File: config.mk
export PLATFORM = sky130hd
export DESIGN_NAME = hazard_stall_unit
export DESIGN_NICKNAME = d
export VERILOG_FILES = /design/src/rtl/hazard_pkg.sv /design/src/rtl/hazard_opclass.sv /design/src/rtl/hazard_stall_unit.sv
export SDC_FILE = /design/constraint.sdc
export NUM_CORES = 1
export LEC_CHECK = 0
export ABC_AREA = 1
export CELL_PAD_IN_SITES_DETAIL_PLACEMENT = 2
export CELL_PAD_IN_SITES_GLOBAL_PLACEMENT = 2
export CORE_MARGIN = 1
export CORE_UTILIZATION = 25
export CTS_CLUSTER_SIZE = 8
export DETAILED_ROUTE_END_ITERATION = 16
export GPL_TIMING_DRIVEN = 0
export PLACE_DENSITY = 0.79
export SYNTH_ARGS = -nofsm -noshare
export SYNTH_HDL_FRONTEND = slang
export SYNTH_SLANG_ARGS = --single-unit
File: constraint.sdc
create_clock -name clk -period 4.92 [get_ports clk]
set_input_delay 0.738 -clock clk [delete_from_list [all_inputs] [get_ports clk]]
set_output_delay 0.738 -clock clk [all_outputs]
set_load 0.01 [all_outputs]
File: src/rtl/hazard_pkg.sv
// Shared opcode constants, per-instruction hazard class and FSM state type
// for the A/B-register pipeline interlock.
package hazard_pkg;

  localparam logic [5:0] OP_NOP  = 6'h00;
  localparam logic [5:0] OP_LDA  = 6'h01;
  localparam logic [5:0] OP_LDB  = 6'h02;
  localparam logic [5:0] OP_STA  = 6'h03;
  localparam logic [5:0] OP_ADDA = 6'h04;
  localparam logic [5:0] OP_ADDB = 6'h05;
  localparam logic [5:0] OP_BAZ  = 6'h06;

  typedef struct packed {
    logic valid;
    logic wrA;
    logic wrB;
    logic rdA;
    logic rdB;
    logic isLoad;
    logic isMem;
  } opClassT;

  typedef enum logic {
    RUN      = 1'b0,
    MEM_WAIT = 1'b1
  } stallStateT;

  localparam opClassT NOP_CLASS = '0;

endpackage

File: src/rtl/hazard_opclass.sv
// Combinational opcode-to-class decoder; unknown opcodes decode as NOP.
module hazard_opclass
  import hazard_pkg::*;
#(
  parameter int OPCODE_W = 6
) (
  input  logic [OPCODE_W-1:0] opcode,
  output opClassT             opClass
);

  always_comb begin
    opClass = NOP_CLASS;
    case (opcode)
      OPCODE_W'(OP_LDA):  opClass = '{valid: 1'b1, wrA: 1'b1, wrB: 1'b0, rdA: 1'b0, rdB: 1'b0, isLoad: 1'b1, isMem: 1'b0};
      OPCODE_W'(OP_LDB):  opClass = '{valid: 1'b1, wrA: 1'b0, wrB: 1'b1, rdA: 1'b0, rdB: 1'b0, isLoad: 1'b1, isMem: 1'b0};
      OPCODE_W'(OP_STA):  opClass = '{valid: 1'b1, wrA: 1'b0, wrB: 1'b0, rdA: 1'b1, rdB: 1'b0, isLoad: 1'b0, isMem: 1'b1};
      OPCODE_W'(OP_ADDA): opClass = '{valid: 1'b1, wrA: 1'b1, wrB: 1'b0, rdA: 1'b1, rdB: 1'b1, isLoad: 1'b0, isMem: 1'b0};
      OPCODE_W'(OP_ADDB): opClass = '{valid: 1'b1, wrA: 1'b0, wrB: 1'b1, rdA: 1'b1, rdB: 1'b1, isLoad: 1'b0, isMem: 1'b0};
      OPCODE_W'(OP_BAZ):  opClass = '{valid: 1'b1, wrA: 1'b0, wrB: 1'b0, rdA: 1'b1, rdB: 1'b0, isLoad: 1'b0, isMem: 1'b0};
      default:            opClass = NOP_CLASS;
    endcase
  end

endmodule

File: src/rtl/hazard_stall_unit.sv
// Pipeline interlock: memory-wait freeze, taken-branch flush and load-use stall.
// Optional saturating stall counters are built when STALL_COUNTERS_EN is defined.
module hazard_stall_unit
  import hazard_pkg::*;
#(
  parameter int OPCODE_W = 6,
  parameter int MAX_WAIT = 8,
  parameter int CNT_W    = 16
) (
  input  logic             clk,
  input  logic             rst_n,
  input  logic [15:0]      iInstruction,
  input  logic             iBranchTaken,
  input  logic             iMemReady,
  output logic             oStallPC,
  output logic             oStallIFID,
  output logic             oBubbleIDEX,
  output logic             oFlushIFID,
  output logic             oFreeze,
  output logic             oMemTimeout,
  output logic [CNT_W-1:0] oLoadStalls,
  output logic [CNT_W-1:0] oMemStalls
);

  opClassT          idClass;
  opClassT          exQ;
  opClassT          memQ;
  stallStateT       stateQ;
  logic [CNT_W-1:0] waitCntQ;
  logic [CNT_W-1:0] waitCntNext;
  logic             timeoutQ;
  logic             timeoutHit;
  logic             freeze;
  logic             branch;
  logic             loadUse;
  logic             bubble;

  hazard_opclass #(.OPCODE_W(OPCODE_W)) idDecode (
    .opcode  (iInstruction[15 -: OPCODE_W]),
    .opClass (idClass)
  );

  // A taken branch is held off during a freeze because it stays parked in EX.
  assign freeze  = memQ.valid & memQ.isMem & ~iMemReady;
  assign branch  = ~freeze & iBranchTaken;
  assign loadUse = ~freeze & ~iBranchTaken & exQ.valid & exQ.isLoad & idClass.valid &
                   ((idClass.rdA & exQ.wrA) | (idClass.rdB & exQ.wrB));
  assign bubble  = branch | loadUse;

  always_comb begin
    waitCntNext = '0;
    if (freeze) begin
      if (stateQ == RUN)
        waitCntNext = CNT_W'(1);
      else if (waitCntQ != '1)
        waitCntNext = waitCntQ + CNT_W'(1);
      else
        waitCntNext = waitCntQ;
    end
  end

  assign timeoutHit = freeze & (waitCntNext > CNT_W'(MAX_WAIT));

  always_ff @(posedge clk or negedge rst_n) begin
    if (!rst_n) begin
      exQ  <= NOP_CLASS;
      memQ <= NOP_CLASS;
    end else if (!freeze) begin
      memQ <= exQ;
      exQ  <= bubble ? NOP_CLASS : idClass;
    end
  end

  always_ff @(posedge clk or negedge rst_n) begin
    if (!rst_n) begin
      stateQ   <= RUN;
      waitCntQ <= '0;
      timeoutQ <= 1'b0;
    end else begin
      case (stateQ)
        RUN:      if (freeze) stateQ <= MEM_WAIT;
        MEM_WAIT: if (!freeze) stateQ <= RUN;
        default:  stateQ <= RUN;
      endcase
      waitCntQ <= waitCntNext;
      if (timeoutHit)
        timeoutQ <= 1'b1;
    end
  end

  // Stage-enable controls act in the same cycle, so they stay combinational.
  assign oFreeze     = rst_n & freeze;
  assign oFlushIFID  = rst_n & branch;
  assign oBubbleIDEX = rst_n & bubble;
  assign oStallPC    = rst_n & loadUse;
  assign oStallIFID  = rst_n & loadUse;
  assign oMemTimeout = rst_n & (timeoutQ | timeoutHit);

`ifdef STALL_COUNTERS_EN
  logic [CNT_W-1:0] loadStallsQ;
  logic [CNT_W-1:0] memStallsQ;

  always_ff @(posedge clk or negedge rst_n) begin
    if (!rst_n) begin
      loadStallsQ <= '0;
      memStallsQ  <= '0;
    end else begin
      if (loadUse && loadStallsQ != '1)
        loadStallsQ <= loadStallsQ + CNT_W'(1);
      if (freeze && memStallsQ != '1)
        memStallsQ <= memStallsQ + CNT_W'(1);
    end
  end

  assign oLoadStalls = loadStallsQ;
  assign oMemStalls  = memStallsQ;
`else
  assign oLoadStalls = '0;
  assign oMemStalls  = '0;
`endif

endmodule

==> results of run 1 <==
[cell usage in the layout, fill, tap and decap left out, drive strengths merged]
cell type	count
clkbuf	4
ha	1
buf	36
clkdlybuf4s50	14
inv	40
clkinv	1
nand3b	6
dfrtp	25
nand3	31
o21bai	1
nor2	34
o22ai	1
a31oi	2
or2	3
xnor2	1
nor3	3
conb	32
o21ai	11
nand4	4
nand2	67
o31ai	1
[final timing paths]
| check | startpoint | endpoint | slack (ps) | cells after the start |
|---|---|---|---|---|
| min reg2reg | timeoutQ | timeoutQ | 470 | 2 |
| min in group clk | timeoutQ | timeoutQ | 470 | 2 |
| max reg2reg | waitCntQ[0] | timeoutQ | 2680 | 14 |
| max in group asynchronous | rst_n | waitCntQ[2] | 4050 | 1 |
| min | rst_n | waitCntQ[15] | 470 | 1 |
| max | iMemReady | oMemTimeout | 1000 | 12 |
[cell families (layout without fill, tap and decap cells)]
group	Yosys count	in the layout	share of synthesized area, %
AND/OR/NAND/NOR	148	148	37.7
buffers and inverters	76	95	22.3
flip-flops	25	25	33.4
AO/OA/AOI/OAI	16	16	5.28
adder cells (fa/ha/maj)	1	1	0.668
other	1	32	0.200
XOR/XNOR	1	1	0.468
[final cells by class]
type / count / area share, %
inverter: 40 / 6.51
timing repair buffer: 15 / 6.30
clock inverter: 1 / 0.217
clock buffer: 3 / 1.79
buffer: 36 / 11.6
multi-input combinational: 198 / 41.0
sequential: 25 / 27.1
tap: 99 / 5.37
[metal layers]
layer	up-vias	track usage [%]	part of all wire, %
met2	31	26.7	52
met4	0	3.52	0.59
met3	2	1.49	2.4
li1	876	-	-
met5	-	0	0
met1	845	17.7	45
[cell usage after synthesis, drive strengths merged, types with 2 or more instances]
library cell,count
inv,40
nand2,67
a31oi,2
nor2,34
o21ai,11
dfrtp,25
nand4,4
buf,35
nand3,31
nor3,3
nand3b,6
or2,3
[metrics by stage]
| stage | total power, mW | utilization, % | hold WS (ps) | std cells | cell area (um^2) |
|---|---|---|---|---|---|
| floorplan | 0.247 | - | 431 | 299 | 1990 |
| detailed placement | 0.264 | 31.2 | 449 | 413 | 2260 |
| global placement | 0.262 | 31.2 | 442 | 413 | 2260 |
| CTS | 0.392 | 31.8 | 473 | 417 | 2310 |
| finish | 0.389 | 31.8 | 467 | 417 | 2300 |
| global route | 0.404 | 31.8 | 477 | 417 | 2300 |
[sequential cells by signal (all words and copies together), names as in the netlist]
| register | flops |
|---|---|
| memQ | 2 |
| waitCntQ | 16 |
| timeoutQ | 1 |
| exQ | 5 |
| stateQ | 1 |
[where the power goes]
| part | leakage [nW] | internal (mW) | total [mW] | switching [mW] |
|---|---|---|---|---|
| sequential | 0.349 | 0.206 | 0.206 | 0.000331 |
| clock | 0.0255 | 0.0568 | 0.129 | 0.0722 |
| combinational | 0.883 | 0.0259 | 0.0530 | 0.0271 |
| total | 1.26 | 0.289 | 0.389 | 0.0996 |
==> reports/metrics.cfg, run 1 <==
[clock_tree]
postCtsSetupBuffers=0
cts_htree_levels=1
cts_hold_buf=0
cts_tree=done
clkSinkCount=25
cts_buffers=3
clockBufferDepth=2
root_buffer=clkbuf_8
clkLatencyLatePin_ps=270
post_cts_resized=0
path_clk_slew_ps=100

[global_routing]
grt_pass1_vias=1783
grt_overflow=0
antenna_found_initial=0
grt_max_degree=27
grtUsageTotal_pct=14.4
grt_pass1_wl_mm=8.58

[synth]
synth_area_leaders=dfrtp_1 (33%), buf_4 (13%), nand2_1 (12%), nand3_1 (8.0%), inv_1 (7.6%)
netlist.area_leader.share_pct=33.4
async_reset_ff_share_pct=100
synth_seq_area_share_pct=33.4
synthFlopType=dfrtp_1
ys_ff_latch=25
synth_top_area_cell=dfrtp_1
netlist_area_um2=1870
synth_cell_type_count=30
synth_edf_count=0
synth_cells=268
syn_avg_cell_area_um2=6.99
yosysWarningCount=0

[layout]
multi_input_area_um2=946
drive_above_1_share_pct=21.1
area_growth_pct=23.0
regArea_um2=626
antennaDiodeCount=0
layout.nets=340
fillers=895

[flow_run]
maxCapViolCount=0

[worst_setup_path]
cp_max_fo=10
cp.arrival_ps=3190
crit_family=buffers and inverters
worstPathCellList=clkdlybuf4s50_1, nor2_1, nand2_1, inv_1, buf_2, nand3_1, nand3_1, nand2_1, nand3_1, nor2_2, nor2_2, clkdlybuf4s50_1
crit_top_cell=nand3_1
critPathCaptureType=output port
start_kind=input port
path_buf_inv=4
criticalPathCategory=in2out
critPathSlowestCell=clkdlybuf4s50_1
critPathRequiredTime_ps=4180
critPathMaxStageDelay_ps=540

[drt]
drc=0
vias=1754
drt-total-wl_mm=5.25
vias_per_cell=4.21
wire_per_inst_um=12.6
postRouteAntennaNets=0
initialDrtViolationCount=44
dr.pass1.iters=4

[pwr]
ir_worst_vdd_mv=0.0903
powerDensity_nw_per_um2=169
leakagePower_nw=1.26

[place]
dp_hpwl_mm=4.30
portBuffers=15
dp_slack_ps=838
place_congestion=0.755

[die]
core_area_um2=7250
dieArea_um2=7840
fp.dieW_um=88.6
ioPinCount=58
rows=31
initial_utilization_pct=25.8
die_y_um=88.6

[timing]
finalCriticalPeriod_ps=3920
fin_worst_skew_ps=3.07
tns_ps=0
rsz0062_at_grt=no
slew_violations=0
max_freq_mhz=255
max-slew-margin-rel_pct=58.4
layout_setup_ws_ps=997
worst_pin_slew_ps=624
final-hold-violation-count=0
post-route-period-util_pct=79.7
finalSetupViolations=0

[outcome]
outcome=finished, final reports clean

[min_path]
hold_path_class=in2async

(Power assumes the default switching activity.)
==> run 2: changes to the inputs <==
- clock period: 4.92 -> 4.04 ns (I/O delays scaled with it)
==> results of run 2 <==
The final DEF is identical to that of run 1. Status: finished, final reports clean.
Main changes from that run: setup slack after placement 838 ps -> 222 ps; setup slack after layout 997 ps -> 381 ps; hold slack 467 ps -> 335 ps; register-to-register setup slack 2680 ps -> 1800 ps; total power 0.389 mW -> 0.473 mW; worst IR drop on VDD 0.0903 mV -> 0.110 mV
==> run 3: changes to the inputs <==
- clock period: 4.04 -> 3.7 ns (I/O delays scaled with it)
==> reports/metrics.cfg, run 3 (synthesis results as in run 1) <==
[clock_tree]
clockBufferDepth=2  ; unchanged
cts_htree_levels=1  ; unchanged
cts_hold_buf=0  ; unchanged
cts_buffers=3  ; unchanged
path_clk_slew_ps=100  ; about the same
clkLatencyLatePin_ps=270  ; about the same
postCtsSetupBuffers=0  ; unchanged
clkSinkCount=25  ; unchanged
root_buffer=clkbuf_8  ; unchanged
cts_tree=done  ; unchanged

[layout]
final_cell_mix=nand2_1 (60), inv_1 (38), buf_4 (33), conb_1 (32), nand3_1 (30)  ; was nand2_1 (61), inv_1 (38), buf_4 (33), conb_1 (32), nand3_1 (30)
regArea_um2=626  ; unchanged
drive_above_1_share_pct=21.1  ; unchanged
layout.cells.most_common=nand2_1  ; unchanged
largest_reg_flops=16  ; unchanged
layout.nets=340  ; unchanged
area_growth_pct=23.4  ; was 23.0%
instances_no_fill=417  ; unchanged
reg_top3=waitCntQ (16), exQ (5), memQ (2)  ; unchanged
largest_register=waitCntQ  ; unchanged
multi_input_area_um2=948  ; was 946 um^2
fin_util_pct=31.9  ; was 31.8%
antennaDiodeCount=0  ; unchanged
fillers=893  ; was 895

[timing]
max-slew-margin-rel_pct=16.2  ; was 58.4%
finalCriticalPeriod_ps=3480
rsz0062_at_grt=no  ; unchanged
max_freq_mhz=287
worst_pin_slew_ps=1260  ; was 624 ps
tns_ps=0  ; unchanged
slew_violations=0  ; unchanged
worst_hold_slack_ps=468  ; was 335 ps
post-route-period-util_pct=94.1
fin_worst_skew_ps=2.64  ; was 3.07 ps
finalSetupViolations=0  ; unchanged
final-hold-violation-count=0  ; unchanged

[pwr]
ir_worst_vdd_mv=0.121  ; was 0.110 mV
powerDensity_nw_per_um2=224  ; was 205 nW/um^2
leakagePower_nw=1.26  ; about the same

[min_path]
min_from=timeoutQ
worstHoldEndpoint=timeoutQ
hold_path_class=reg2reg  ; was in2async
hold_depth=2

[outcome]
outcome=finished, final reports clean  ; unchanged

[worst_setup_path]
r2r-start=waitCntQ[0]  ; unchanged
rr_worst_depth=14  ; unchanged
cp.arrival_ps=2930  ; was 3050 ps
criticalPathCategory=in2out  ; unchanged
r2r_end=timeoutQ  ; unchanged
start_kind=input port  ; unchanged
critPathCaptureType=output port  ; unchanged
critPathRequiredTime_ps=3140  ; was 3430 ps
cp_max_fo=10  ; unchanged
reg2reg_slack_ps=1460  ; was 1800 ps

[die]
dieArea_um2=7840  ; unchanged
core_area_um2=7250  ; unchanged
fp.dieW_um=88.6  ; unchanged
initial_utilization_pct=25.8  ; unchanged
rows=31  ; unchanged
ioPinCount=58  ; unchanged
die_y_um=88.6  ; unchanged

[place]
dp_hpwl_mm=4.30  ; unchanged
place_congestion=0.755  ; unchanged
place_inst=413  ; unchanged
portBuffers=15  ; unchanged

[drt]
dr.pass1.iters=4  ; unchanged
drc=0  ; unchanged
initialDrtViolationCount=42  ; was 44
drt-total-wl_mm=5.25  ; about the same
postRouteAntennaNets=0  ; unchanged
wire_per_inst_um=12.6  ; about the same
vias=1752  ; was 1754
vias_per_cell=4.20  ; was 4.21

[global_routing]
grt_pass1_vias=1781  ; was 1783
grtUsageTotal_pct=14.4  ; about the same
grt_max_degree=27  ; unchanged
antenna_found_initial=0  ; unchanged
grt_pass1_wl_mm=8.56  ; was 8.58 mm
grt_overflow=0  ; unchanged

[flow_run]
maxCapViolCount=0  ; unchanged

run 3: cell count changes in the layout (fill, tap and decap cells not counted):
cell and change:
nand2_2 +1, buf_2 -1, dlygate4sd2_1 +1, nand2_1 -1
run 3: worst max-delay path by stage:
stage | slack [ps] | cells after the start | to | from
4_1_cts | 60 | 12 | oMemTimeout | iMemReady
6_report | 220 | 12 | oMemTimeout | iMemReady
5_1_grt | 10 | 12 | oMemTimeout | iMemReady
3_3_place_gp | 30 | 5 | oStallPC | rst_n
3_5_place_dp | -20 | 5 | oStallPC | rst_n
2_1_floorplan | 1450 | 14 | oMemTimeout | waitCntQ[0]
run 3: layout make-up:
| cell class | instances | area share, % |
|---|---|---|
| inverter | 40 | 6.50 |
| timing repair buffer | 15 | 6.44 |
| buffer | 36 | 11.6 |
| multi-input combinational | 198 | 41.0 |
| clock inverter | 1 | 0.217 |
| clock buffer | 3 | 1.79 |
| sequential | 25 | 27.1 |
| tap | 99 | 5.36 |
run 3: per-stage QoR:
step / total power, mW / area (um^2) / setup WS [ps]
final: 0.517 / 2310 / 218
after global routing: 0.537 / 2310 / 10.8
after CTS: 0.521 / 2310 / 59.2
after detailed placement: 0.351 / 2260 / -15.9
after global placement: 0.349 / 2260 / 30.5
after floorplan: 0.329 / 1990 / 1450
run 3: worst max-delay path, stage by stage:
cell             delay (ps)
clkdlybuf4s50_1         400
nor2_1                  300
nand2_2                 190
inv_1                   110
buf_2                   240
nand3_1                 140
nand3_1                 110
nand2_1                  80
nand3_1                 130
nor2_2                   60
nor2_2                   70
clkdlybuf4s50_1         540
run 3: routing by layer:
metal  part of all wire, %  vias to the layer above  track usage, %  routed length [um]
li1                      -                      875               -                   -
met1                    44                      844            17.6                2340
met2                    52                       31            26.7                2750
met3                   2.6                        2            1.49                 134
met4                  0.59                        0            3.52                  31
met5                     0                        -               0                   0
run 3: power breakdown:
group          internal (mW)  total (mW)  switching [mW]  leakage (nW)
clock network         0.0755       0.172          0.0963        0.0255
registers              0.274       0.275        0.000442         0.349
logic                 0.0346      0.0708          0.0362         0.885
total                  0.384       0.517           0.133          1.26
run 3: timing repair:
action                     4_1_cts  5_1_grt
gates resized for setup          1        1
gates cloned                     0        0
setup endpoints to repair        1        1
hold endpoints to repair         0        0
